File: src/rtl/mem_port_arbiter.sv
`default_nettype none
// ============================================================================
// Module   : mem_port_arbiter
// Brief    : Shares one single-port SRAM between the instruction-fetch port
//            and the data-memory port. Issues at most one access per cycle.
//            Data has priority, but only for a bounded run while fetch waits.
//            Read data returns one cycle later on the port that issued it.
// Revision : 1.0 - initial release
// ============================================================================
module mem_port_arbiter #(
    parameter int WIDTH        = 32,
    parameter int ADDR_W       = 11,
    parameter int MAX_DATA_RUN = 4
) (
    input  logic              clk,
    input  logic              rst,

    // instruction-fetch port (read-only)
    input  logic              if_req,
    input  logic [ADDR_W-1:0] if_addr,
    output logic              if_gnt,
    output logic              if_rvalid,
    output logic [WIDTH-1:0]  if_rdata,

    // data-memory port (read/write)
    input  logic              dm_req,
    input  logic              dm_we,
    input  logic [ADDR_W-1:0] dm_addr,
    input  logic [WIDTH-1:0]  dm_wdata,
    output logic              dm_gnt,
    output logic              dm_rvalid,
    output logic [WIDTH-1:0]  dm_rdata,

    // single-port SRAM macro
    output logic              sram_cen,
    output logic              sram_wen,
    output logic [ADDR_W-1:0] sram_a,
    output logic [WIDTH-1:0]  sram_d,
    input  logic [WIDTH-1:0]  sram_q
);

    // ------------------------------------------------------------------------
    // Constants and types
    // ------------------------------------------------------------------------
    // Run limit held in the same 4-bit width as the run counter so the
    // saturation compare has matching operands.
    localparam logic [3:0] C_MAX_RUN = 4'(MAX_DATA_RUN);

    // Issue state records what was sent to the SRAM in the previous cycle,
    // which is exactly what decides where this cycle's sram_q belongs.
    typedef enum logic [1:0] {
        IDLE  = 2'd0,
        RD_IF = 2'd1,
        RD_DM = 2'd2,
        WR_DM = 2'd3
    } state_t;

    state_t     r_state;
    state_t     w_state_nxt;

    logic [3:0] r_run_cnt;
    logic [3:0] w_run_cnt_nxt;

    logic       w_fetch_forced;
    logic       w_if_gnt;
    logic       w_dm_gnt;

    // ------------------------------------------------------------------------
    // Grant logic
    // ------------------------------------------------------------------------
    // Fetch is forced through only once data has used up its allowed run.
    assign w_fetch_forced = (r_run_cnt == C_MAX_RUN);

    // Combinational arbitration: data first unless fetch has waited too long.
    always_comb begin
        w_dm_gnt = 1'b0;
        w_if_gnt = 1'b0;
        if (dm_req && !(if_req && w_fetch_forced)) begin
            w_dm_gnt = 1'b1;
        end else if (if_req) begin
            w_if_gnt = 1'b1;
        end
    end

    assign if_gnt = w_if_gnt;
    assign dm_gnt = w_dm_gnt;

    // ------------------------------------------------------------------------
    // Data-run counter
    // ------------------------------------------------------------------------
    // Counts data grants taken while fetch is waiting; any fetch grant or a
    // cycle without a fetch request ends the run. Saturates at the limit.
    always_comb begin
        w_run_cnt_nxt = r_run_cnt;
        if (w_if_gnt || !if_req) begin
            w_run_cnt_nxt = 4'd0;
        end else if (w_dm_gnt && (r_run_cnt != C_MAX_RUN)) begin
            w_run_cnt_nxt = r_run_cnt + 4'd1;
        end
    end

    // Run counter register.
    always_ff @(posedge clk or negedge rst) begin
        if (!rst) begin
            r_run_cnt <= 4'd0;
        end else begin
            r_run_cnt <= w_run_cnt_nxt;
        end
    end

    // ------------------------------------------------------------------------
    // Issue state machine
    // ------------------------------------------------------------------------
    // Next state is simply the kind of access granted this cycle.
    always_comb begin
        w_state_nxt = IDLE;
        if (w_dm_gnt) begin
            w_state_nxt = dm_we ? WR_DM : RD_DM;
        end else if (w_if_gnt) begin
            w_state_nxt = RD_IF;
        end
    end

    // State register; reset drops any read that was in flight.
    always_ff @(posedge clk or negedge rst) begin
        if (!rst) begin
            r_state <= IDLE;
        end else begin
            r_state <= w_state_nxt;
        end
    end

    // ------------------------------------------------------------------------
    // SRAM command
    // ------------------------------------------------------------------------
    // Command goes out in the grant cycle; bus is parked at zero when idle.
    always_comb begin
        sram_cen = 1'b1;
        sram_wen = 1'b1;
        sram_a   = '0;
        sram_d   = '0;
        if (w_dm_gnt) begin
            sram_cen = 1'b0;
            sram_a   = dm_addr;
            if (dm_we) begin
                sram_wen = 1'b0;
                sram_d   = dm_wdata;
            end
        end else if (w_if_gnt) begin
            sram_cen = 1'b0;
            sram_a   = if_addr;
        end
    end

    // ------------------------------------------------------------------------
    // Read response steering
    // ------------------------------------------------------------------------
    // Route sram_q to the owning port; non-owning port sees zero so stale
    // macro output never leaks into the pipeline.
    always_comb begin
        if_rvalid = (r_state == RD_IF);
        dm_rvalid = (r_state == RD_DM);
        if_rdata  = if_rvalid ? sram_q : '0;
        dm_rdata  = dm_rvalid ? sram_q : '0;
    end

endmodule
`default_nettype wire
File: config.mk
export PLATFORM = sky130hd
export DESIGN_NAME = mem_port_arbiter
export DESIGN_NICKNAME = d
export VERILOG_FILES = /design/src/rtl/mem_port_arbiter.sv
export SDC_FILE = /design/constraint.sdc
export NUM_CORES = 1
export LEC_CHECK = 0
export ABC_CLOCK_PERIOD_IN_PS = 2300
export CORE_ASPECT_RATIO = 0.9
export CORE_MARGIN = 2
export CORE_UTILIZATION = 21
export CTS_CLUSTER_DIAMETER = 50
export DETAILED_ROUTE_END_ITERATION = 6
export HOLD_SLACK_MARGIN = 0.06
export MAX_ROUTING_LAYER = met4
export PLACE_DENSITY_LB_ADDON = 0.3
export SETUP_SLACK_MARGIN = 0.4
export SYNTH_ARGS = -nofsm -noshare
export SYNTH_HDL_FRONTEND = slang
export SYNTH_SLANG_ARGS = --single-unit
File: constraint.sdc
create_clock -name clk -period 2.3 [get_ports clk]
set_clock_uncertainty 0.2 [all_clocks]
set_input_delay 0.46 -clock clk [delete_from_list [all_inputs] [get_ports clk]]
set_output_delay 0.46 -clock clk [all_outputs]
set_load 0.01 [all_outputs]
==> reports/results.ini <==
[floorplanning]
die_area_um2=6080
die_h_um=74.2
core_area_um2=5260
rows=25
start_util=0.219
ios=204
die_w_um=82.0

[synth]
ys_seq_elements=6
synth_area_leaders=and2_1, dfrtp_1, nand3_1
synth.distinct_cells=22
synth_top_area_share=0.528
ys_seq_area_frac=0.131
yosys.area.top_type=and2_1
synth_area_um2=1150
avgSynthCellArea_um2=6.76
synthCells=170
syn_nets=263
yosys_warnings=0

[pwr]
p_switching_w=0.000339
p_per_area_nw_per_um2=245
leakagePower_nw=2.18
finalPower_w=0.00109
pwr-share-clk=0.147
p_int_w=0.000748
sw_frac_of_total=0.312
irDropWorstVdd_mv=0.316
combPwrFrac=0.748
pwr-share-seq=0.105

[clocking]
cts_root_buf=clkbuf_8
path_clk_slew_ns=0.04
cts_max_path_buffers=2
htree_num_levels=1
cts_tree=built
clk_latency_ns=0.22
cts_made_buffers=3
clock_sinks=6

[finish]
final_cell_mix=buf_6, and2_4, clkdlybuf4s50_1
fin_area_um2=4430
final_nets=526
final_common_cell=buf_6
num_antenna_cells=0
drive_above_1_share=0.703
areaGrowthSynthToFinish_pct=286

[grt]
antenna_found_initial=0
grt_max_degree=16
grt_use_total=0.256
grt_first_pass_wirelength_mm=11.4
grt_overflow_total=0
grt_pass1_vias=2097

[routing]
final_antenna_net_count=0
drt-wirelength-per-cell_um=20.0
viasPerCell=4.64
drtIter0Drc=50
drtPass1Iterations=4
routed_wl_mm=9.98
num_vias=2311
drc_errors=0

[sta]
fin_ws_ns=-0.00764
setup_viol=4
finalMaxSlewViolations=0
min_period_ns=2.31
hold_viol_final=0
relSlewSlack=0.819
period_share=1.00
worst_slew_pin_slew_ns=0.270
rsz0062_at_grt=yes
timing.fmax_ghz=0.433

[outcome]
run_status=finished with violations
failed_checks=negative setup slack

[critical_path]
critPathKind=flip-flop to output port
crit_buf_inv=3
arrival_ns=1.65
startpoint_type=flip-flop
cp_slowest_cell=dfrtp_1
end_kind=output port
crit_fanout=6
cp_top_family=simple AND/OR/NAND/NOR gates
cp.required_ns=1.64
critPathMaxStageDelay_ns=0.38
crit_chain=inv_2, ha_4, nand4b_4, and3_4, buf_6, and2_1, buf_2

[job]
cap_violations=0

[placed_design]
place_area_um2=3360
gp_congestion=0.773
place_hpwl_mm=5.09
io_buffers=203

[hold_path]
hold_path_class=primary input to asynchronous set/reset pin

-- through the flow --
| step | setup TNS [ns] | worst slack [ns] | utilization | hold WS [ns] | instances |
|---|---|---|---|---|---|
| floorplan | 0 | 0.326 | - | -0.0356 | 170 |
| global placement | -22.56 | -0.564 | 0.640 | 0.355 | 440 |
| detailed placement | -23.68 | -0.587 | 0.640 | 0.384 | 440 |
| CTS | 0 | 0.0333 | 0.735 | 0.291 | 491 |
| global route | -0.501 | -0.0500 | 0.844 | 0.299 | 498 |
| finish | -0.0145 | -0.00764 | 0.844 | 0.276 | 498 |
-- logic make-up after synthesis --
family / after synthesis / synth area share
xor+xnor: 2 / 0.0153
flops: 6 / 0.131
compound gates: 12 / 0.0545
buf+inv: 18 / 0.0893
simple gates: 130 / 0.688
fa+ha+maj: 2 / 0.0218
-- worst paths after layout --
| path | startpoint | to | slack, ns | cells past startpoint |
|---|---|---|---|---|
| min reg2reg | r_run_cnt[0] | r_run_cnt[0] | 0.41 | 2 |
| min in group clk | r_run_cnt[0] | r_run_cnt[0] | 0.41 | 2 |
| min | rst | r_state[0] | 0.28 | 1 |
| max in group asynchronous | rst | r_run_cnt[0] | 1.41 | 1 |
| max reg2reg | r_run_cnt[0] | r_state[0] | 0.44 | 8 |
| max | r_run_cnt[0] | sram_d[13] | -0.008 | 7 |
-- sequential cells by signal, indices dropped and copies added, names as in the netlist --
signal,count
r_state,2
r_run_cnt,4
-- power by group through the flow --
stage	Combinational, W	Clock, W	Sequential [W]
5_1_grt	0.000847	0.000168	0.000114
4_1_cts	0.000666	0.000158	0.000113
2_1_floorplan	0.000181	0	0.000113
3_5_place_dp	0.000550	0	0.000113
6_report	0.000814	0.000160	0.000114
3_3_place_gp	0.000544	0	0.000113
-- repair_timing --
item	4_1_cts	5_1_grt
setup endpoints to repair	113	109
pin swaps	59	46
hold buffers	0	0
gates resized for setup	593	135
setup buffers	38	3
hold endpoints to repair	0	0
gates cloned	10	4
-- worst register-to-register path, delay by kind of cell (launching register included) --
family | cells | cell delay [ns]
and+or+nand+nor | 2 | 0.41
adders and majority gates | 1 | 0.15
AOI/OAI and AO/OA | 1 | 0.17
buffers and inverters | 4 | 0.44
DFF | 1 | 0.38
-- cells in the mapped netlist --
| cell type | number |
|---|---|
| and3_1 | 4 |
| buf_2 | 1 |
| inv_2 | 1 |
| inv_1 | 3 |
| o21ai_0 | 4 |
| buf_4 | 1 |
| nand2_1 | 11 |
| buf_6 | 4 |
| a21o_1 | 1 |
| clkbuf_1 | 8 |
| dfrtp_1 | 6 |
| nand4b_4 | 1 |
| and2_1 | 97 |
| and3_4 | 1 |
| nor2_1 | 1 |
| xnor2_1 | 1 |
| nor2b_1 | 2 |
| xor2_1 | 1 |
| nand2_2 | 1 |
| nand3_1 | 12 |
| ha_1 | 2 |
| o21ai_1 | 7 |
-- routing by layer --
metal,share of wire,vias up,global-route usage
li1,-,1064,-
met4,0.048,0,0.0907
met2,0.52,126,0.469
met1,0.36,1077,0.257
met3,0.071,44,0.0777
met5,0,-,-
-- cell type report --
type / instances / area (µm²)
clock buffers: 3 / 41.3
repair buffers: 267 / 2860
repair inverters: 1 / 6.26
inverters: 4 / 22.5
well taps: 67 / 83.8
flip-flops and latches: 6 / 150
fillers: 240 / 822
multi-input cells: 150 / 1270
Power figures use the tool's default switching activity.
